==> config.mk <==
export PLATFORM = sky130hd
export DESIGN_NAME = reduction_accumulator
export DESIGN_NICKNAME = d
export VERILOG_FILES = /design/src/rtl/reduction_pkg.sv /design/src/rtl/reduction_alu.sv /design/src/rtl/reduction_accumulator.sv
export SDC_FILE = /design/constraint.sdc
export NUM_CORES = 1
export LEC_CHECK = 0
export BUFFER_PORTS_ARGS = -buffer_cell sky130_fd_sc_hd__buf_2
export CAP_MARGIN = 10
export CORE_ASPECT_RATIO = 0.8
export CORE_UTILIZATION = 30
export CTS_CLUSTER_SIZE = 16
export DETAILED_ROUTE_END_ITERATION = 8
export SLEW_MARGIN = 20
export SYNTH_ARGS = -nofsm -noshare
export SYNTH_HDL_FRONTEND = slang
export SYNTH_SLANG_ARGS = --single-unit
export TNS_END_PERCENT = 100
==> constraint.sdc <==
create_clock -name clk -period 10.8 [get_ports clk]
set_clock_uncertainty 0.2 [all_clocks]
set_input_delay 2.16 -clock clk [delete_from_list [all_inputs] [get_ports clk]]
set_output_delay 2.16 -clock clk [all_outputs]
set_load 0.03 [all_outputs]
==> src/rtl/reduction_pkg.sv <==
// Shared field layout, op codes and state encodings for the reduction datapath
// (used by the selector, router and accumulator stages).
package reduction_pkg;

    localparam int DATA_W = 32;
    localparam int HDR_LO = 32;
    localparam int OP_W   = 2;
    localparam int PORT_W = 3;

    typedef enum logic [1:0] {
        OP_SUM = 2'b00,
        OP_MAX = 2'b01,
        OP_MIN = 2'b10,
        OP_OR  = 2'b11
    } red_op_e;

    typedef enum logic [1:0] {
        ST_IDLE  = 2'b00,
        ST_ACCUM = 2'b01,
        ST_EMIT  = 2'b10
    } red_state_e;

endpackage

==> src/rtl/reduction_alu.sv <==
// Combinational combine step of a reduction: result = op(a, b) on 32-bit unsigned data.
module reduction_alu
    import reduction_pkg::*;
(
    input  logic [1:0]        op_i,
    input  logic [DATA_W-1:0] a_i,
    input  logic [DATA_W-1:0] b_i,
    output logic [DATA_W-1:0] result_o
);

    always_comb begin
        result_o = a_i + b_i;
        case (red_op_e'(op_i))
            OP_SUM:  result_o = a_i + b_i;
            OP_MAX:  result_o = (a_i >= b_i) ? a_i : b_i;
            OP_MIN:  result_o = (a_i <= b_i) ? a_i : b_i;
            OP_OR:   result_o = a_i | b_i;
            default: result_o = a_i + b_i;
        endcase
    end

endmodule

==> src/rtl/reduction_accumulator.sv <==
// Collects one flit per distinct port, folds their data with the first flit's op,
// and emits a single result flit held until the downstream accepts it.
module reduction_accumulator
    import reduction_pkg::*;
#(
    parameter int ValidBitPos = 81,
    parameter int lg_numprocs = 3,
    parameter int FAN_IN      = 6,
    localparam int FlitWidth      = ValidBitPos + 1,
    localparam int FlitChildWidth = FlitWidth + lg_numprocs
) (
    input  logic                      clk,
    input  logic                      rst,
    input  logic [FlitChildWidth-1:0] in,
    input  logic                      in_valid,
    input  logic [PORT_W-1:0]         in_port,
    output logic                      in_ready,
    output logic [FlitChildWidth-1:0] out,
    output logic                      out_valid,
    input  logic                      out_ready,
    output logic [FAN_IN-1:0]         contrib_mask,
    output logic                      dup_err
);

    localparam int HdrW = ValidBitPos - HDR_LO;
    localparam int CntW = lg_numprocs + 1;

    red_state_e                state_q;
    logic [DATA_W-1:0]         acc_q;
    logic [HdrW-1:0]           hdr_q;
    logic [CntW-1:0]           count_q;
    logic [CntW-1:0]           expected_q;
    logic [FAN_IN-1:0]         mask_q;
    logic                      dup_q;
    logic                      out_valid_q;
    logic [FlitChildWidth-1:0] out_q;

    logic [lg_numprocs-1:0] in_children;
    logic                   in_flit_valid;
    logic [HdrW-1:0]        in_hdr;
    logic [DATA_W-1:0]      in_data;
    logic [FAN_IN-1:0]      port_onehot;
    logic                   port_ok;
    logic                   is_dup;
    logic                   accept;
    logic [CntW-1:0]        first_expected;
    logic [CntW-1:0]        count_inc;
    logic [DATA_W-1:0]      alu_res;

    assign in_children   = in[FlitChildWidth-1:FlitWidth];
    assign in_flit_valid = in[ValidBitPos];
    assign in_hdr        = in[ValidBitPos-1:HDR_LO];
    assign in_data       = in[DATA_W-1:0];

    generate
        for (genvar gi = 0; gi < FAN_IN; gi++) begin : g_port_dec
            assign port_onehot[gi] = (in_port == PORT_W'(gi));
        end
    endgenerate

    // Out-of-range ports decode to no bit and are rejected like duplicates.
    assign port_ok        = |port_onehot;
    assign is_dup         = ~port_ok | (|(port_onehot & mask_q));
    assign in_ready       = ~rst & (state_q != ST_EMIT);
    assign accept         = in_valid & in_ready;
    assign first_expected = (in_children == '0) ? CntW'(1) : {1'b0, in_children};
    assign count_inc      = count_q + CntW'(1);

    reduction_alu u_alu (
        .op_i     (hdr_q[HdrW-1 -: OP_W]),
        .a_i      (acc_q),
        .b_i      (in_data),
        .result_o (alu_res)
    );

    always_ff @(posedge clk) begin
        if (rst) begin
            state_q     <= ST_IDLE;
            acc_q       <= '0;
            hdr_q       <= '0;
            count_q     <= '0;
            expected_q  <= '0;
            mask_q      <= '0;
            dup_q       <= 1'b0;
            out_valid_q <= 1'b0;
            out_q       <= '0;
        end else begin
            dup_q <= 1'b0;
            case (state_q)
                ST_IDLE: begin
                    if (accept && in_flit_valid) begin
                        if (!port_ok) begin
                            dup_q <= 1'b1;
                        end else begin
                            acc_q      <= in_data;
                            hdr_q      <= in_hdr;
                            expected_q <= first_expected;
                            count_q    <= CntW'(1);
                            mask_q     <= port_onehot;
                            if (first_expected == CntW'(1)) begin
                                state_q     <= ST_EMIT;
                                out_valid_q <= 1'b1;
                                out_q       <= {lg_numprocs'(1), 1'b1, in_hdr, in_data};
                            end else begin
                                state_q <= ST_ACCUM;
                            end
                        end
                    end
                end
                ST_ACCUM: begin
                    if (accept && in_flit_valid) begin
                        if (is_dup) begin
                            dup_q <= 1'b1;
                        end else begin
                            acc_q   <= alu_res;
                            count_q <= count_inc;
                            mask_q  <= mask_q | port_onehot;
                            if (count_inc == expected_q) begin
                                state_q     <= ST_EMIT;
                                out_valid_q <= 1'b1;
                                out_q       <= {count_inc[lg_numprocs-1:0], 1'b1, hdr_q, alu_res};
                            end
                        end
                    end
                end
                ST_EMIT: begin
                    if (out_ready) begin
                        state_q     <= ST_IDLE;
                        out_valid_q <= 1'b0;
                        out_q       <= '0;
                        mask_q      <= '0;
                    end
                end
                default: state_q <= ST_IDLE;
            endcase
        end
    end

    assign out          = out_q;
    assign out_valid    = out_valid_q;
    assign contrib_mask = mask_q;
    assign dup_err      = dup_q;

endmodule

==> results of run 1 <==
power groups by stage:
| stage | logic (W) | registers [W] | clock network, W |
|---|---|---|---|
| 2_1_floorplan | 0.000818 | 0.00104 | 0 |
| 3_3_place_gp | 0.00141 | 0.000880 | 0 |
| 4_1_cts | 0.00143 | 0.000868 | 0.000681 |
| 5_1_grt | 0.00156 | 0.000884 | 0.000708 |
| 6_report | 0.00143 | 0.000869 | 0.000668 |
| 3_5_place_dp | 0.00143 | 0.000882 | 0 |
registers in the layout (all words and copies together), names as in the netlist:
name          flops
count_q           4
acc_q            32
hdr_q            49
expected_q        3
out              85
contrib_mask      6
out_valid         1
state_q           2
dup_err           1
logic make-up (layout without fill, tap and decap cells):
| logic type | Yosys count | after routing | synth area share |
|---|---|---|---|
| buffers and inverters | 221 | 324 | 0.0730 |
| adders and majority gates | 101 | 101 | 0.102 |
| AOI/OAI and AO/OA | 505 | 505 | 0.274 |
| other | 0 | 2 | 0 |
| muxes | 32 | 32 | 0.0268 |
| DFF | 183 | 183 | 0.294 |
| and+or+nand+nor | 572 | 572 | 0.207 |
| xor gates and xnor gates | 32 | 32 | 0.0225 |
area by class of cell:
cell class                 instances  share of cell area
sequential                       183               0.256
multi-input combinational       1242               0.554
clock buffer                      17              0.0298
clock inverter                    15              0.0125
inverter                          84              0.0221
antenna                            2            0.000350
tap                              544              0.0476
timing repair buffer             208              0.0771
per-stage QoR:
| step | hold slack [ns] | cell area [µm²] |
|---|---|---|
| global route | 0.262 | 14300 |
| CTS | 0.251 | 14300 |
| global placement | 0.236 | 13700 |
| finish | 0.245 | 14300 |
| floorplan | 0.237 | 12400 |
| detailed placement | 0.239 | 13700 |
routing by layer:
layer,up-vias,track usage,routed length [µm]
met5,-,0,13
met4,2,0.0519,624
met3,44,0.0368,3830
met2,539,0.318,19800
met1,6096,0.302,21100
li1,6093,-,-
how the worst max path moves through the flow:
| stage | from | end | depth (start not counted) |
|---|---|---|---|
| detailed placement | rst | out[73]$_SDFFE_PP0P_ | 11 |
| global placement | in[26] | out[5]$_SDFFE_PP0P_ | 13 |
| CTS | rst | out[73]$_SDFFE_PP0P_ | 11 |
| finish | in[29] | out[5]$_SDFFE_PP0P_ | 12 |
| global route | in[26] | out[5]$_SDFFE_PP0P_ | 13 |
| floorplan | rst | in_ready | 4 |
cells in the mapped netlist, drive strengths merged (11+ instances only):
cell type | number | area, µm²
a2111oi | 13 | 120
a211oi | 35 | 263
a21o | 16 | 120
a21oi | 142 | 711
a311oi | 54 | 473
a31oi | 25 | 156
buf | 28 | 183
clkbuf | 109 | 410
dfxtp | 183 | 3660
ha | 100 | 1250
inv | 83 | 312
mux2i | 30 | 300
nand2 | 241 | 907
nand3 | 92 | 465
nor2 | 139 | 524
nor3 | 28 | 145
nor4 | 12 | 81.3
o21ai | 96 | 484
o22ai | 13 | 87.6
xnor2 | 21 | 184
xor2 | 11 | 96.3
critical path: cells and delay by family:
kind	cells	cell delay, ns
adders and majority gates	1	0.41
and+or+nand+nor	3	1.21
AOI/OAI and AO/OA	5	1.65
buffers and inverters	3	0.63
==> out/qor.csv, run 1 <==
stage,metric,value,unit
run_status,outcome,finished clean,
finish,fin util,0.350,
finish,fin cells,2295,
clocking,post-CTS sizing,0,
setup_path,Setup crit end kind,register,
clocking,CTS tree,yes,
floorplanning,chip height,184,µm
timing,Final WS setup,4.87,ns
setup_path,RR Startpoint,state_q[0]$_SDFFE_PP0P_,
synthesis,sequential-to-total area share from yosys stat,0.294,
timing,Tightest Pin Transition,1.15,ns
synthesis,asr flop ratio synth,0,
timing,Slew Limit Fails,0,
setup_path,Critical Path RT,10.94,ns
setup_path,Setup crit start kind,input pin,
power_and_ir_drop,Design Power,0.00297,W
place,PortBufs,185,
global_routing,vias in the first global route,11776,
timing,Final Hold Vio Count,0,
min_path,Hold Crit Depth,2,
routing,Initial DRT Pass Iterations,5,
setup_path,CP most frequent cell,o21ai_1,
floorplanning,I/O Pins,186,
clocking,CTS sink count,183,
routing,DRT iter0 DRCs,1282,
synthesis,Synth cell types,87,
place,Final HPWL DP,30600,µm
timing,Fmax,169,MHz
timing,Final min period,5.93,ns
power_and_ir_drop,Worst IR Drop VDD,0.000128,V
routing,post-route ant nets,0,
clocking,# hold bufs at CTS,0,
global_routing,first-pass GRT wire length,69700,µm
timing,endpoints failing setup,0,
setup_path,WP data arrival,6.07,ns
finish,register area,0.00366,mm²
setup_path,"Max FO, Critical Path",32,
place,Setup WS pre-CTS,4.47,ns
synthesis,post-synth net total,1839,
finish,"most common cell after layout, fill and taps aside",nand2_1,
place,RePlAce Congestion,0.894,
floorplanning,Starting Density,0.305,
timing,RSZ-0062 raised after global routing,no,
synthesis,Post-synth EDFFs,0,
power_and_ir_drop,Int Pwr,0.00154,W
setup_path,slowest cell on the critical path,and2_4,
clocking,"Clk Latency, worst-skew pair",0.45,ns
setup_path,Worst Reg2Reg Path Length in Cells,12,
floorplanning,DIE AREA,0.0423,mm²
min_path,HP Start,out[8]$_SDFFE_PP0P_,
synthesis,Synth warnings,0,
min_path,Hold WC Path Type,register to register,
synthesis,Synth Instances,1646,
setup_path,CP peak stage delay,0.57,ns
timing,Tcrit/Tclk final,0.550,
global_routing,largest net degree at the start of global routing,74,
finish,Layout Nets,1929,
finish,Syn-to-layout area delta,14.8,%
finish,Filler cells,4367,
setup_path,reg2reg end,out[73]$_SDFFE_PP0P_,
floorplanning,core area,0.0408,mm²
floorplanning,Die Wd,230,µm
synthesis,"Primary FF master, synth",dfxtp_1,
synthesis,Synth Register Bits,183,
clocking,CTS Buf Count,17,
setup_path,worst-path cell chain,buf_2 > inv_1 > ha_1 > nor4_1 > a21boi_0 > nor4_2 > o21ai_4 > buf_4 > and2_4 > o21ai_1 > a2111oi_0 > o21ai_1,
power_and_ir_drop,Comb power frac,0.482,
clocking,Max clock buf depth,2,
power_and_ir_drop,leakage power,5.69,nW
power_and_ir_drop,clock power share,0.225,
synthesis,post-synthesis area per instance,7.56,µm²
setup_path,critical path class,input pin to register,
global_routing,total track usage,0.209,
place,Placed Cells incl. Taps,2261,
timing,setup TNS,0,ns
routing,Post-Route WL,45300,µm
clocking,setup repair bufs after CTS,0,
power_and_ir_drop,power per cell area,208,mW/mm²
clocking,number of H-tree levels,4,
timing,Max-slew headroom,0.232,
job,Max-Cap Viols,0,
power_and_ir_drop,share of power burned in registers,0.293,
global_routing,GRT overflow,0,
power_and_ir_drop,Sw Share,0.481,
clocking,clk root buf,clkbuf_16,
routing,drt wl/cell,19.8,µm
synthesis,synthesized cell area,0.0124,mm²
routing,drc violations,0,
global_routing,antenna violations before repair,2,
finish,most frequent cells in the layout,"239 x nand2_1, 184 x buf_2, 182 x dfxtp_1, 142 x a21oi_1, 138 x nor2_1",
routing,vias per cell,5.57,
min_path,Worst Hold Endpoint,out[8]$_SDFFE_PP0P_,
finish,footprint of the multi-input gates,0.00792,mm²
clocking,"CTS clk-pin slew, worst paths",0.08,ns
finish,share of cells above drive strength 1,0.159,
routing,routed vias,12774,
setup_path,Reg2Reg Setup Slack,6.29,ns
floorplanning,num rows,66,
power_and_ir_drop,switching pwr,0.00143,W
No activity file was read; power rests on OpenSTA's default activity.
==> inputs of run 2 (changes only) <==
- clock period: 10.8 -> 5.4 ns (I/O delays scaled with it)
==> run 2 against run 1 <==
Against the previous run: design area barely moved; flip-flop and latch count did not move; utilization barely moved; clock power rose by 98%; total power rose by 100%; non-clock buffer count did not move; critical endpoint is now acc_q[18]$_SDFFE_PP0P_; highest routed layer unchanged.
==> out/qor.csv, run 2 (synthesis results as in run 1) <==
stage,metric,value,unit,change
clocking,"Clk Latency, worst-skew pair",0.45,ns,about the same
timing,setup TNS,0,ns,unchanged
global_routing,GRT overflow,0,,unchanged
job,Max-Cap Viols,0,,unchanged
min_path,Hold WC Path Type,register to register,,unchanged
timing,Tcrit/Tclk final,0.810,,
routing,Post-Route WL,45600,µm,"was 45,300 µm"
clocking,CTS tree,yes,,unchanged
timing,Max-slew headroom,0.221,,was 0.232
floorplanning,Starting Density,0.305,,unchanged
finish,"most common cell after layout, fill and taps aside",nand2_1,,unchanged
finish,share of cells above drive strength 1,0.161,,was 0.159
clocking,number of H-tree levels,4,,unchanged
clocking,CTS sink count,183,,unchanged
finish,Syn-to-layout area delta,14.8,%,about the same
clocking,"CTS clk-pin slew, worst paths",0.07,ns,was 0.08 ns
timing,Min Hold Slack,0.247,ns,was 0.245 ns
clocking,# hold bufs at CTS,0,,unchanged
routing,DRT iter0 DRCs,1170,,"was 1,282"
place,PortBufs,185,,unchanged
place,RePlAce Congestion,0.913,,was 0.894
floorplanning,DIE AREA,0.0423,mm²,unchanged
routing,drc violations,0,,unchanged
run_status,outcome,finished clean,,unchanged
finish,Layout Nets,1929,,unchanged
power_and_ir_drop,power per cell area,415,mW/mm²,was 208 mW/mm²
timing,Final min period,4.38,ns,
clocking,setup repair bufs after CTS,0,,unchanged
power_and_ir_drop,leakage power,5.69,nW,about the same
routing,drt wl/cell,19.9,µm,was 19.8 µm
floorplanning,core area,0.0408,mm²,unchanged
finish,most frequent cells in the layout,"239 x nand2_1, 184 x buf_2, 182 x dfxtp_1, 142 x a21oi_1, 137 x nor2_1",,"was 239 x nand2_1, 184 x buf_2, 182 x dfxtp_1, 142 x a21oi_1, 138 x nor2_1"
setup_path,"Max FO, Critical Path",32,,unchanged
setup_path,critical path class,input pin to register,,unchanged
setup_path,Setup crit start kind,input pin,,unchanged
routing,post-route ant nets,0,,unchanged
setup_path,Critical Path RT,5.50,ns,was 10.94 ns
global_routing,largest net degree at the start of global routing,74,,unchanged
timing,Final Hold Vio Count,0,,unchanged
routing,routed vias,12849,,"was 12,774"
global_routing,antenna violations before repair,3,,was 2
timing,Slew Limit Fails,0,,unchanged
clocking,clk root buf,clkbuf_16,,unchanged
timing,endpoints failing setup,0,,unchanged
floorplanning,chip height,184,µm,unchanged
floorplanning,Die Wd,230,µm,unchanged
setup_path,Setup crit end kind,register,,unchanged
clocking,CTS Buf Count,17,,unchanged
clocking,Max clock buf depth,2,,unchanged
floorplanning,num rows,66,,unchanged
clocking,post-CTS sizing,0,,unchanged
routing,vias per cell,5.60,,was 5.57
global_routing,vias in the first global route,11973,,"was 11,776"
setup_path,WP data arrival,4.48,ns,was 6.07 ns
finish,max reg flops,85,,unchanged
timing,Tightest Pin Transition,1.16,ns,was 1.15 ns
routing,Initial DRT Pass Iterations,5,,unchanged
floorplanning,I/O Pins,186,,unchanged
power_and_ir_drop,Worst IR Drop VDD,0.000229,V,was 0.000128 V
finish,fin util,0.350,,about the same
timing,RSZ-0062 raised after global routing,no,,unchanged
global_routing,first-pass GRT wire length,69700,µm,about the same
place,Final HPWL DP,30200,µm,"was 30,600 µm"
global_routing,total track usage,0.210,,was 0.209
timing,Fmax,229,MHz,
run 2: cell type report:
type | count | area, µm²
diodes | 1 | 2.50
clock buffers | 18 | 439
clock inverters | 14 | 156
fillers | 4350 | 26500
inverters | 84 | 315
multi-input cells | 1242 | 7920
flip-flops and latches | 183 | 3660
well taps | 544 | 681
repair buffers | 208 | 1110
run 2: through the flow:
step | std cells | worst slack, ns | cell area [µm²] | total power, W
finish | 2294 | 1.02 | 14300 | 0.00593
global route | 2294 | 0.854 | 14300 | 0.00629
CTS | 2293 | 1.11 | 14300 | 0.00596
detailed placement | 2261 | 0.622 | 13700 | 0.00463
global placement | 2261 | 0.668 | 13700 | 0.00458
floorplan | 1646 | 1.34 | 12400 | 0.00371
run 2: worst max-delay path, stage by stage:
cell	delay [ns]
buf_2	0.12
inv_1	0.09
ha_1	0.40
or4_4	0.58
nand2b_1	0.20
a2111oi_2	0.39
o41ai_2	0.20
nand2_1	0.11
buf_4	0.45
a21oi_1	0.14
a211o_1	0.31
a311oi_1	0.31
nor3_1	0.09
run 2: layer usage:
layer / global-route usage / vias to the layer above / routed length (µm)
li1: - / 6096 / -
met1: 0.296 / 6164 / 21100
met2: 0.321 / 516 / 20000
met3: 0.0413 / 69 / 3560
met4: 0.0641 / 4 / 952
met5: 0 / - / 21
run 2: power breakdown:
group | switching (W) | internal [W]
sequential | 0.000157 | 0.00158
combinational | 0.00205 | 0.000822
clock | 0.000649 | 0.000673
run 2: path summary, 6_finish.rpt:
kind	start	endpoint	slack, ns	cells after the start
worst max-delay path	in[15]	acc_q[18]$_SDFFE_PP0P_	1.02	13
worst min-delay path	out[31]$_SDFFE_PP0P_	out[31]$_SDFFE_PP0P_	0.25	2
worst max register to register	acc_q[15]$_SDFFE_PP0P_	acc_q[18]$_SDFFE_PP0P_	1.40	12
worst min register to register	out[31]$_SDFFE_PP0P_	out[31]$_SDFFE_PP0P_	0.25	2
